[config.mk]
export PLATFORM = sky130hd
export DESIGN_NAME = output_row_packer_flat
export DESIGN_NICKNAME = d
export VERILOG_FILES = /design/src/rtl/output_row_packer_pkg.sv /design/src/rtl/hwpe_stream_intf_stream.sv /design/src/rtl/output_row_packer.sv /design/src/flat_wrapper.sv
export SDC_FILE = /design/constraint.sdc
export NUM_CORES = 1
export LEC_CHECK = 0
export ABC_AREA = 1
export CAP_MARGIN = 20
export CORE_ASPECT_RATIO = 0.8
export CORE_MARGIN = 5
export CORE_UTILIZATION = 45
export DETAILED_ROUTE_END_ITERATION = 10
export GPL_TIMING_DRIVEN = 0
export PLACE_DENSITY = 0.8
export SYNTH_ARGS = -nofsm -noshare
export SYNTH_HDL_FRONTEND = slang
export SYNTH_SLANG_ARGS = --single-unit
[constraint.sdc]
create_clock -name clk_i -period 4.87 [get_ports clk_i]
set_clock_uncertainty 0.1 [all_clocks]
set_input_delay 0.487 -clock clk_i [delete_from_list [all_inputs] [get_ports clk_i]]
set_output_delay 0.487 -clock clk_i [all_outputs]
set_load 0.02 [all_outputs]
[src/rtl/output_row_packer_pkg.sv]
// Shared accelerator package: packer FSM state type and default element/word widths.
package output_row_packer_pkg;

    localparam int unsigned PKR_ELEM_W = 32'd32;
    localparam int unsigned PKR_BW_OUT = 32'd128;

    typedef enum logic {
        FILL  = 1'b0,
        DRAIN = 1'b1
    } packer_state_t;

endpackage

[src/rtl/hwpe_stream_intf_stream.sv]
// Valid/ready stream interface with byte strobes, as used across the accelerator datapath.
interface hwpe_stream_intf_stream #(
    parameter int unsigned DATA_WIDTH = 32'd32,
    parameter int unsigned STRB_WIDTH = DATA_WIDTH / 32'd8
);

    logic                  valid;
    logic                  ready;
    logic [DATA_WIDTH-1:0] data;
    logic [STRB_WIDTH-1:0] strb;

    modport source (output valid, output data, output strb, input ready);
    modport sink   (input valid, input data, input strb, output ready);

endinterface

[src/rtl/output_row_packer.sv]
// Packs engine result elements into BW_OUT-wide words, closing a word when full or on end-of-row.
module output_row_packer
    import output_row_packer_pkg::*;
#(
    parameter int unsigned ELEM_W = PKR_ELEM_W,
    parameter int unsigned BW_OUT = PKR_BW_OUT
) (
    input logic                    clk_i,
    input logic                    rst_ni,
    input logic                    clear_i,
    hwpe_stream_intf_stream.sink   stream_i,
    input logic                    last_i,
    hwpe_stream_intf_stream.source stream_o
);

    localparam int unsigned N_ELEM  = BW_OUT / ELEM_W;
    localparam int unsigned CNT_W   = $clog2(N_ELEM) + 32'd1;
    localparam int unsigned ESTRB_W = ELEM_W / 32'd8;
    localparam int unsigned OSTRB_W = BW_OUT / 32'd8;
    localparam logic [CNT_W-1:0] LAST_SLOT = CNT_W'(N_ELEM - 32'd1);

    if ((BW_OUT % ELEM_W) != 32'd0) begin : g_bad_width
        $error("output_row_packer: BW_OUT must be an integer multiple of ELEM_W");
    end

    packer_state_t        state_r, state_s;
    logic [CNT_W-1:0]     cnt_r, cnt_s;
    logic [BW_OUT-1:0]    buffer_r, buffer_s;
    logic [OSTRB_W-1:0]   strb_r, strb_s;
    logic                 in_ready_s;
    logic                 in_hs_s;
    logic                 out_hs_s;

    // In DRAIN the input is only accepted when the current word leaves in the same cycle.
    assign in_ready_s      = (state_r == FILL) ? 1'b1 : stream_o.ready;
    assign in_hs_s         = stream_i.valid & in_ready_s;
    assign out_hs_s        = (state_r == DRAIN) & stream_o.ready;

    assign stream_i.ready  = in_ready_s;
    assign stream_o.valid  = (state_r == DRAIN);
    assign stream_o.data   = buffer_r;
    assign stream_o.strb   = strb_r;

    // Next-state, slot counter and buffer update.
    always_comb begin
        state_s  = state_r;
        cnt_s    = cnt_r;
        buffer_s = buffer_r;
        strb_s   = strb_r;
        case (state_r)
            FILL: begin
                if (in_hs_s) begin
                    buffer_s[cnt_r*ELEM_W +: ELEM_W] = stream_i.data;
                    strb_s[cnt_r*ESTRB_W +: ESTRB_W] = stream_i.strb;
                    if ((cnt_r == LAST_SLOT) || last_i) begin
                        state_s = DRAIN;
                    end else begin
                        cnt_s = cnt_r + CNT_W'(1);
                    end
                end else begin
                    state_s = FILL;
                end
            end
            DRAIN: begin
                if (out_hs_s) begin
                    buffer_s = '0;
                    strb_s   = '0;
                    cnt_s    = '0;
                    if (in_hs_s) begin
                        // Back-to-back: the new element starts the next word in slot 0.
                        buffer_s[ELEM_W-1:0]  = stream_i.data;
                        strb_s[ESTRB_W-1:0]   = stream_i.strb;
                        if ((N_ELEM == 32'd1) || last_i) begin
                            state_s = DRAIN;
                        end else begin
                            state_s = FILL;
                            cnt_s   = CNT_W'(1);
                        end
                    end else begin
                        state_s = FILL;
                    end
                end else begin
                    state_s = DRAIN;
                end
            end
            default: begin
                state_s  = FILL;
                cnt_s    = '0;
                buffer_s = '0;
                strb_s   = '0;
            end
        endcase
    end

    // State and datapath registers; clear discards any pending word.
    always_ff @(posedge clk_i or negedge rst_ni) begin
        if (!rst_ni) begin
            state_r  <= FILL;
            cnt_r    <= '0;
            buffer_r <= '0;
            strb_r   <= '0;
        end else if (clear_i) begin
            state_r  <= FILL;
            cnt_r    <= '0;
            buffer_r <= '0;
            strb_r   <= '0;
        end else begin
            state_r  <= state_s;
            cnt_r    <= cnt_s;
            buffer_r <= buffer_s;
            strb_r   <= strb_s;
        end
    end

endmodule

[src/flat_wrapper.sv]
// flat-port wrapper written by rule: the top's interface ports become plain ports
module output_row_packer_flat import output_row_packer_pkg::*;
#(
    parameter int unsigned ELEM_W = PKR_ELEM_W,
    parameter int unsigned BW_OUT = PKR_BW_OUT
)
  (clk_i, rst_ni, clear_i, last_i, stream_i_valid, stream_i_data, stream_i_strb, stream_i_ready, stream_o_valid, stream_o_data, stream_o_strb, stream_o_ready);
  hwpe_stream_intf_stream #(.DATA_WIDTH(32)) stream_i_i ();
  hwpe_stream_intf_stream #(.DATA_WIDTH(128)) stream_o_i ();
  input logic clk_i;
  input logic rst_ni;
  input logic clear_i;
  input logic last_i;
  input wire logic [$bits(stream_i_i.valid)-1:0] stream_i_valid;
  input wire logic [$bits(stream_i_i.data)-1:0] stream_i_data;
  input wire logic [$bits(stream_i_i.strb)-1:0] stream_i_strb;
  output wire logic [$bits(stream_i_i.ready)-1:0] stream_i_ready;
  output wire logic [$bits(stream_o_i.valid)-1:0] stream_o_valid;
  output wire logic [$bits(stream_o_i.data)-1:0] stream_o_data;
  output wire logic [$bits(stream_o_i.strb)-1:0] stream_o_strb;
  input wire logic [$bits(stream_o_i.ready)-1:0] stream_o_ready;
  assign stream_i_i.valid = stream_i_valid;
  assign stream_i_i.data = stream_i_data;
  assign stream_i_i.strb = stream_i_strb;
  assign stream_i_ready = stream_i_i.ready;
  assign stream_o_valid = stream_o_i.valid;
  assign stream_o_data = stream_o_i.data;
  assign stream_o_strb = stream_o_i.strb;
  assign stream_o_i.ready = stream_o_ready;
  output_row_packer #(.ELEM_W(ELEM_W), .BW_OUT(BW_OUT)) u_core (.clk_i(clk_i), .rst_ni(rst_ni), .clear_i(clear_i), .stream_i(stream_i_i), .last_i(last_i), .stream_o(stream_o_i));
endmodule
==> results of run 1 <==
[power groups by stage]
stage	clock (mW)	sequential, mW	combinational [mW]
after floorplan	0	1.41	0.337
after global placement	0	1.35	0.694
after global routing	1.35	1.33	0.777
after detailed placement	0	1.35	0.706
after CTS	1.30	1.32	0.710
final	1.29	1.33	0.712
[placed cells by master, fill, tap and decap left out, types with 4 or more instances in the layout]
| cell | instances |
|---|---|
| dfrtp_1 | 148 |
| buf_2 | 24 |
| clkdlybuf4s50_1 | 185 |
| nor2_1 | 115 |
| nand2_2 | 4 |
| nand3_1 | 115 |
| clkbuf_16 | 17 |
| inv_1 | 42 |
| ha_1 | 4 |
| buf_6 | 5 |
| clkbuf_1 | 23 |
| nand2_1 | 401 |
[synth_stat cells (all sizes together)]
cell    number
nand2      407
dfrtp      148
nor2       119
nand3      116
inv         46
buf         31
clkbuf      21
o21ai        7
a21oi        4
ha           4
nor3         3
o211ai       1
[state kept, by name (all words and copies together), names as in the netlist]
register	count
u_core.cnt_r	3
u_core.stream_o.data	128
u_core.stream_o.strb	16
u_core.stream_o.valid	1
[area by class of cell]
class / count / area, sq um / area share, %
buffer: 52 / 266.5 / 2.762
clock buffer: 21 / 460.4 / 4.772
clock inverter: 9 / 106.4 / 1.102
inverter: 46 / 175.2 / 1.815
multi-input combinational: 661 / 2784 / 28.85
sequential: 148 / 3704 / 38.38
tap: 210 / 262.8 / 2.723
timing repair buffer: 187 / 1891 / 19.59
[worst max-delay path, cell delays in order, from the launching register on]
cell	delay, ns
dfrtp_1	0.46
inv_2	0.12
ha_1	0.22
ha_1	0.30
nand2_1	0.11
nor3_4	0.50
clkbuf_1	0.44
nand3_1	0.15
nand2_1	0.12
[final timing paths]
| check | start | to | slack, ns | cells past startpoint |
|---|---|---|---|---|
| max in group asynchronous | rst_ni | u_core.stream_o.data[52]$_DFFE_PN0P_ | 3.84 | 2 |
| worst min-delay path | rst_ni | u_core.stream_o.data[0]$_DFFE_PN0P_ | 0.03 | 1 |
| worst max register to register | u_core.cnt_r[0]$_DFFE_PN0P_ | u_core.stream_o.data[51]$_DFFE_PN0P_ | 2.28 | 8 |
| worst min register to register | u_core.stream_o.data[109]$_DFFE_PN0P_ | u_core.stream_o.data[109]$_DFFE_PN0P_ | 0.37 | 2 |
| worst max-delay path | u_core.cnt_r[0]$_DFFE_PN0P_ | u_core.stream_o.data[51]$_DFFE_PN0P_ | 2.28 | 8 |
| min in group clk_i | u_core.stream_o.data[109]$_DFFE_PN0P_ | u_core.stream_o.data[109]$_DFFE_PN0P_ | 0.37 | 2 |
[per-stage QoR]
stage,setup slack (ns),cell area (sq um),utilization [%],hold slack (ns),power (mW)
after global placement,-2.863,9054,60.10,0.3531,2.040
after detailed placement,2.319,9082,60.29,0.3576,2.051
final,2.280,9649,64.05,0.03076,3.331
after global routing,2.095,9649,64.05,0.09589,3.460
after floorplan,2.783,6929,-,0.09141,1.744
after CTS,2.303,9649,64.05,0.06226,3.332
[cells by family (layout without fill, tap and decap cells)]
kind of cell	after synthesis	in the layout	share of synthesized area, %
AO/OA/AOI/OAI	12	12	1.391
AND/OR/NAND/NOR	645	645	38.06
flip-flops	148	148	53.45
adder cells (fa/ha/maj)	4	4	0.7223
buffers and inverters	98	315	6.374
[metal layers]
layer | track usage [%] | vias up | wire (microns)
met1 | 35.56 | 3227 | 9832
met5 | 0 | - | 0
met4 | 6.575 | 0 | 290
met3 | 7.431 | 25 | 2053
li1 | - | 3220 | -
met2 | 39.26 | 280 | 10030
==> flow_summary.json, run 1 <==
{
  "outcome": "finished clean",
  "pwr-share-clk_pct": 38.8,
  "vias_per_cell": 5.061,
  "clockBufferDepth": 2,
  "clk_latency_ns": 0.42,
  "cp-end-kind": "flip-flop",
  "syn_area_per_cell_sq_um": 7.640,
  "first_global_vias": 6642,
  "fin_tns_setup_ns": 0,
  "yosysTopAreaCellShare_pct": 53.45,
  "clk_pin_slew_ns": 0.06,
  "cts_tree": "done",
  "drt_first_iter_violations": 638,
  "diodes": 0,
  "grt_pass1_wl_microns": 35780,
  "clock-root-buffer": "clkbuf_16",
  "core_sq_mm": 0.01506,
  "power_switching_mw": 1.035,
  "gp_congestion": 0.8546,
  "p_sw_share_pct": 31.07,
  "die_area_sq_mm": 0.01800,
  "pin_count": 188,
  "power_frac_seq_pct": 39.8,
  "remaining_drc_errors": 0,
  "fillerInstances": 1320,
  "final_antenna_net_count": 0,
  "routed_wl_microns": 22200,
  "cts_max_level": 4,
  "worst-setup-path-type": "flip-flop to flip-flop",
  "seq_area_frac_synth_pct": 53.45,
  "period_minus_slack_ns": 2.590,
  "antenna_found_initial": 0,
  "syn_nets": 953,
  "cts_setup_buffers": 0,
  "slew_headroom_pct": 46.52,
  "clock-sinks": 148,
  "p_per_area_mw_per_mm2": 345.3,
  "maxCapViolations": 0,
  "synth-seq-cells": 148,
  "cts_resized": 0,
  "overflow": 0,
  "port_buffers": 186,
  "ir_drop_uv": 238.9,
  "finalNonFillerCells": 1334,
  "synthDistinctLibCells": 25,
  "crit_required_ns": 5.13,
  "grt_max_degree": 86,
  "synth_area_sq_mm": 0.006929,
  "synth_top_cell_by_area": "dfrtp_1",
  "holdBufCountCts": 0,
  "die_w_microns": 148.7,
  "syn_inst": 907,
  "core.rowCount": 40,
  "setup-violations-final": 0,
  "yosys-top-cells-area": "dfrtp_1 (53%), nand2_1 (22%), nand3_1 (8.3%), nor2_1 (6.2%), inv_1 (2.3%)",
  "p_leak_nw": 4.976,
  "initial_core_util_pct": 46.00,
  "hold_violations": 0,
  "cts_made_buffers": 17,
  "fmax_mhz": 386.1,
  "cp.arrival_ns": 2.85,
  "vias": 6752,
  "worstMarginPinSlew_ns": 0.8023,
  "nets": 1159,
  "yosys_warnings": 0,
  "final.period_utilization_pct": 53.18,
  "dpl.cell_count": 1304,
  "critPathLaunchType": "flip-flop",
  "p_int_mw": 2.296,
  "rsz0062_at_grt": "false",
  "hold_class": "input port to asynchronous set/reset pin",
  "drt_first_pass_iters": 5,
  "combPwrFrac_pct": 21.4,
  "hpwl_microns": 15650,
  "area_delta_synth_final_pct": 39.26,
  "wl_per_cell_microns": 16.64,
  "slew_viol_final": 0,
  "grt_use_total_pct": 25.49,
  "critPathMaxFanout": 10,
  "layout-drive-gt1-share_pct": 7.384,
  "die_height_microns": 121.0
}
(Power assumes the default switching activity.)
==> inputs of run 2 (changes only) <==
--- a/config.mk
+++ b/config.mk
@@ -9,10 +9,10 @@
 export CAP_MARGIN = 20
 export CORE_ASPECT_RATIO = 0.8
 export CORE_MARGIN = 5
-export CORE_UTILIZATION = 45
+export CORE_UTILIZATION = 44
 export DETAILED_ROUTE_END_ITERATION = 10
 export GPL_TIMING_DRIVEN = 0
-export PLACE_DENSITY = 0.8
+export PLACE_DENSITY = 0.82
 export SYNTH_ARGS = -nofsm -noshare
 export SYNTH_HDL_FRONTEND = slang
 export SYNTH_SLANG_ARGS = --single-unit
==> constraint.sdc (replaced) <==
create_clock -name clk_i -period 2.35 [get_ports clk_i]
set_clock_uncertainty 0.1 [all_clocks]
set_input_delay 0.235 -clock clk_i [delete_from_list [all_inputs] [get_ports clk_i]]
set_output_delay 0.235 -clock clk_i [all_outputs]
set_load 0.02 [all_outputs]
==> run 2 against run 1 <==
Die area rose by 2.1%; sequential share of layout area fell by 1.2 points; register-to-register slack worse by 2.2 ns; critical path type unchanged; highest routed layer unchanged.
==> flow_summary.json, run 2 (same netlist as run 1, synthesis figures left out) <==
{
  "outcome": "finished clean",
  "grt_use_total_pct": 24.71,
  "remaining_drc_errors": 0,
  "power_switching_mw": 2.181,
  "crit_required_ns": 2.61,
  "routed_wl_microns": 22560,
  "nets": 1175,
  "die_area_sq_mm": 0.01837,
  "final.period_utilization_pct": 97.91,
  "drt_first_pass_iters": 5,
  "clockBufferDepth": 2,
  "fin_util_pct": 63.97,
  "reg2reg_depth": 10,
  "hold_violations": 0,
  "p_per_area_mw_per_mm2": 733.1,
  "maxCapViolations": 0,
  "wl_per_cell_microns": 16.64,
  "finalNonFillerCells": 1356,
  "cp.arrival_ns": 2.57,
  "die_w_microns": 150.3,
  "layout-drive-gt1-share_pct": 9.641,
  "grt_max_degree": 88,
  "core.rowCount": 41,
  "die_height_microns": 122.2,
  "slew_headroom_pct": 56.01,
  "fmax_mhz": 434.6,
  "overflow": 0,
  "hold_class": "input port to flip-flop",
  "p_int_mw": 5.132,
  "final_common_cell": "nand2_1",
  "first_global_vias": 6462,
  "cts_max_level": 4,
  "critPathLaunchType": "flip-flop",
  "dpl_worst_slack_ns": -0.1525,
  "gp_congestion": 0.8488,
  "power_frac_seq_pct": 37.6,
  "final_cell_mix": "nand2_1 (400), clkdlybuf4s50_1 (185), dfrtp_1 (147), nand3_1 (115), nor2_1 (114)",
  "area_delta_synth_final_pct": 43.97,
  "cp-end-kind": "flip-flop",
  "pwr-share-clk_pct": 39.8,
  "busiest_layer": "met2",
  "slew_viol_final": 0,
  "grt_use_met1_pct": 33.29,
  "gr-usage-met3_pct": 8.749,
  "period_minus_slack_ns": 2.301,
  "cts_tree": "done",
  "pin_count": 188,
  "final_antenna_net_count": 0,
  "fillerInstances": 1330,
  "p_leak_nw": 5.143,
  "clock-sinks": 148,
  "clock-root-buffer": "clkbuf_16",
  "finalInstanceArea_sq_mm": 0.009976,
  "min_path_cells": 4,
  "initial_core_util_pct": 44.43,
  "hpwl_microns": 15710,
  "core_sq_mm": 0.01560,
  "clk_pin_slew_ns": 0.06,
  "setup-violations-final": 0,
  "largest_reg_flops": 128,
  "grtUsageMet2_pct": 37.80,
  "vias": 6777,
  "grt_pass1_wl_microns": 34910,
  "fin_ws_ns": 0.04917,
  "placedInstanceArea_sq_mm": 0.009089,
  "dpl.cell_count": 1309,
  "diodes": 0,
  "port_buffers": 186,
  "holdWs_ns": 0.1535,
  "critPathMaxFanout": 10,
  "cts_made_buffers": 17,
  "worst-setup-path-type": "flip-flop to flip-flop",
  "combPwrFrac_pct": 22.6,
  "vias_per_cell": 4.998,
  "worstMarginPinSlew_ns": 0.6597,
  "drt_first_iter_violations": 522,
  "clk_latency_ns": 0.43,
  "antenna_found_initial": 0,
  "p_sw_share_pct": 29.82,
  "ir_drop_uv": 535.9
}
==> run 2: changes by cell type in the layout (fill, tap and decap cells not counted), sizes merged <==
cell         previous run  this run
buf                    33        51
bufinv                  2         4
clkbuf                 42        40
clkinvlp                3         1
dlygate4sd3             0         1
==> run 2: critical path: stages, from the launching register on <==
cell	delay [ns]
dfrtp_2	0.44
inv_2	0.12
ha_1	0.26
ha_4	0.29
nand2_1	0.09
nor3_4	0.22
buf_4	0.17
buf_12	0.10
buf_2	0.22
nand3_1	0.12
nand2_1	0.09
==> run 2: cell type report <==
class | count | area, sq um | area share, %
sequential | 148 | 3705 | 37.14
multi-input combinational | 661 | 2848 | 28.55
timing repair buffer | 204 | 2046 | 20.51
clock buffer | 22 | 474.2 | 4.754
buffer | 51 | 307.8 | 3.085
tap | 215 | 269.0 | 2.697
inverter | 46 | 175.2 | 1.756
clock inverter | 9 | 151.4 | 1.518
==> run 2: what timing repair did <==
| item | 4_1_cts | 5_1_grt |
|---|---|---|
| hold buffers | 1 | 0 |
| hold endpoints to repair | 61 | 0 |
| gates resized for setup | 11 | 36 |
| setup buffers | 9 | 7 |
| gates cloned | 0 | 0 |
| endpoints found under the setup margin | 126 | 124 |
| pin swaps | 4 | 5 |
==> run 2: stage by stage <==
step	setup TNS [ns]	power, mW
3_5_place_dp	-11.69	4.244
6_report	0	7.313
3_3_place_gp	-741.58	4.219
5_1_grt	-0.1171	7.598
4_1_cts	0	7.219
2_1_floorplan	0	3.615
==> run 2: metal layers <==
metal  part of all wire, %  vias to the layer above
li1                      -                     3249
met1                    43                     3201
met2                    45                      297
met3                    10                       30
met4                   1.4                        0
met5                     0                        -
==> run 2: power groups by stage <==
stage          combinational, mW  sequential, mW  clock (mW)
6_report                    1.65            2.75        2.91
3_5_place_dp                1.46            2.79           0
5_1_grt                     1.78            2.76        3.06
3_3_place_gp                1.43            2.79           0
2_1_floorplan              0.698            2.92           0
4_1_cts                     1.54            2.75        2.94
==> run 2: worst paths after layout <==
check                                                      from                               endpoint  slack (ns)
setup / recovery                    u_core.cnt_r[0]$_DFFE_PN0P_  u_core.stream_o.data[115]$_DFFE_PN0P_        0.05
hold / removal                                          clear_i        u_core.stream_o.valid$_DFF_PN0_        0.15
setup reg to reg                    u_core.cnt_r[0]$_DFFE_PN0P_  u_core.stream_o.data[115]$_DFFE_PN0P_        0.05
hold reg to reg            u_core.stream_o.data[43]$_DFFE_PN0P_   u_core.stream_o.data[43]$_DFFE_PN0P_        0.37
max in group asynchronous                                rst_ni   u_core.stream_o.data[50]$_DFFE_PN0P_        1.07
min in group asynchronous                                rst_ni    u_core.stream_o.strb[0]$_DFFE_PN0P_        0.25
==> inputs of run 3 (changes only) <==
--- a/config.mk
+++ b/config.mk
@@ -10,9 +10,11 @@
 export CORE_ASPECT_RATIO = 0.8
 export CORE_MARGIN = 5
 export CORE_UTILIZATION = 44
+export CTS_CLUSTER_DIAMETER = 50
 export DETAILED_ROUTE_END_ITERATION = 10
 export GPL_TIMING_DRIVEN = 0
 export PLACE_DENSITY = 0.82
+export SLEW_MARGIN = 10
 export SYNTH_ARGS = -nofsm -noshare
 export SYNTH_HDL_FRONTEND = slang
 export SYNTH_SLANG_ARGS = --single-unit
==> run 3 against run 2 <==
Highest routed layer unchanged; cell count barely moved; via count rose by 0.47%; combinational power barely moved; critical path type unchanged; routed wire length fell by 0.55%; utilization fell by 0.26 points.
==> flow_summary.json, run 3 (same netlist as run 1, synthesis figures left out) <==
{
  "drt_first_iter_violations": 563,
  "clk_pin_slew_ns": 0.06,
  "p_leak_nw": 5.123,
  "clockBufferDepth": 2,
  "cp-end-kind": "flip-flop",
  "drt_first_pass_iters": 7,
  "grt_pass1_wl_microns": 34800,
  "gp_congestion": 0.8488,
  "antenna_found_initial": 0,
  "clk_latency_ns": 0.43,
  "nets": 1177,
  "cp.arrival_ns": 2.52,
  "core_sq_mm": 0.01560,
  "first_global_vias": 6486,
  "critPathMaxFanout": 10,
  "hold_class": "input port to flip-flop",
  "p_per_area_mw_per_mm2": 728.8,
  "critPathSlowestCell": "dfrtp_2",
  "cts_made_buffers": 17,
  "vias_per_cell": 5.018,
  "remaining_drc_errors": 0,
  "overflow": 0,
  "area_delta_synth_final_pct": 43.37,
  "maxCapViolations": 0,
  "vias": 6809,
  "cp_cell_sequence": "inv_4 > ha_1 > ha_4 > nor2_1 > nand2_1 > nor2_4 > buf_4 > nor2_4 > clkbuf_4 > nor2_1 > nand2_1 > nand2_1",
  "slowest_delay_ns": 0.41,
  "placedInstanceArea_sq_mm": 0.009092,
  "critical_path.most_common_cell": "nand2_1",
  "fin_util_pct": 63.70,
  "final.period_utilization_pct": 98.57,
  "port_buffers": 186,
  "final_cell_mix": "nand2_1 (401), clkdlybuf4s50_1 (185), dfrtp_1 (147), nand3_1 (115), nor2_1 (114)",
  "setup-violations-final": 0,
  "multi_input_area_sq_mm": 0.002840,
  "largest_reg_flops": 128,
  "hold_violations": 0,
  "die_height_microns": 122.2,
  "cts_max_level": 4,
  "diodes": 0,
  "clock-root-buffer": "clkbuf_16",
  "finalInstanceArea_sq_mm": 0.009935,
  "die_area_sq_mm": 0.01837,
  "power_mw": 7.240,
  "layout-drive-gt1-share_pct": 9.457,
  "pin_count": 188,
  "slew_viol_final": 0,
  "grt_use_total_pct": 24.60,
  "ff_latch_area_sq_mm": 0.003705,
  "grt_max_degree": 88,
  "crit_family": "simple AND/OR/NAND/NOR gates",
  "final_common_cell": "nand2_1",
  "slew_headroom_pct": 53.32,
  "ir_drop_uv": 514.8,
  "holdWs_ns": 0.1417,
  "worst-setup-path-type": "flip-flop to flip-flop",
  "fmax_mhz": 431.7,
  "fillerInstances": 1341,
  "worstMarginPinSlew_ns": 0.7001,
  "final_antenna_net_count": 0,
  "initial_core_util_pct": 44.43,
  "wl_per_cell_microns": 16.54,
  "routed_wl_microns": 22440,
  "crit_required_ns": 2.56,
  "path_buf_inv": 3,
  "cts_tree": "done",
  "outcome": "finished clean",
  "die_w_microns": 150.3,
  "clock-sinks": 148,
  "hpwl_microns": 15730,
  "period_minus_slack_ns": 2.316,
  "core.rowCount": 41,
  "critPathLaunchType": "flip-flop"
}
-- run 3: through the flow --
step	cells	setup TNS (ns)	worst slack, ns
2_1_floorplan	907	0	0.2630
3_3_place_gp	1308	-741.58	-4.983
3_5_place_dp	1309	-12.91	-0.1670
4_1_cts	1348	-0.2709	-0.02420
5_1_grt	1357	-0.1869	-0.03147
6_report	1357	0	0.03350
-- run 3: worst register-to-register path, cell delays in order (launching register included) --
cell and delay [ns]:
dfrtp_2 0.41, inv_4 0.08, ha_1 0.24, ha_4 0.29, nor2_1 0.05, nand2_1 0.11, nor2_4 0.07, buf_4 0.15
nor2_4 0.26, clkbuf_4 0.28, nor2_1 0.06, nand2_1 0.06, nand2_1 0.06
-- run 3: path summary, 6_finish.rpt --
check | endpoint | startpoint | slack (ns) | depth (start not counted)
max | u_core.stream_o.data[13]$_DFFE_PN0P_ | u_core.cnt_r[0]$_DFFE_PN0P_ | 0.03 | 12
min | u_core.stream_o.valid$_DFF_PN0_ | clear_i | 0.14 | 4
max reg2reg | u_core.stream_o.data[13]$_DFFE_PN0P_ | u_core.cnt_r[0]$_DFFE_PN0P_ | 0.03 | 12
min reg2reg | u_core.stream_o.data[63]$_DFFE_PN0P_ | u_core.stream_o.data[63]$_DFFE_PN0P_ | 0.37 | 2
max in group asynchronous | u_core.stream_o.data[112]$_DFFE_PN0P_ | rst_ni | 1.13 | 3
min in group asynchronous | u_core.stream_o.valid$_DFF_PN0_ | rst_ni | 0.22 | 2
-- run 3: power breakdown --
part | total, mW | internal, mW | switching, mW | leakage [nW]
sequential | 2.75 | 2.67 | 0.0761 | 2.06
combinational | 1.65 | 0.607 | 1.04 | 2.77
clock | 2.84 | 1.78 | 1.06 | 0.294
-- run 3: routing by layer --
layer  GRT usage, %  wire, microns  part of all wire (%)
met1          33.75           9476                    42
met2          37.36          10130                    45
met3          9.228           2553                    11
met4          5.600            282                   1.3
met5              0              0                     0
-- run 3: cell type report --
cell class / count / share of cell area (%)
Buffer: 51 / 2.897
Clock buffer: 19 / 4.458
Clock inverter: 11 / 1.612
Inverter: 46 / 1.788
Multi-Input combinational cell: 661 / 28.59
Sequential cell: 148 / 37.29
Tap cell: 215 / 2.708
Timing Repair Buffer: 206 / 20.65
-- run 3: what timing repair did --
item | in CTS | in global routing
gates resized for setup | 7 | 18
hold buffers | 1 | 0
hold endpoints to repair | 61 | 0
pin swaps | 4 | 5
setup endpoints to repair | 126 | 118
setup buffers | 8 | 10
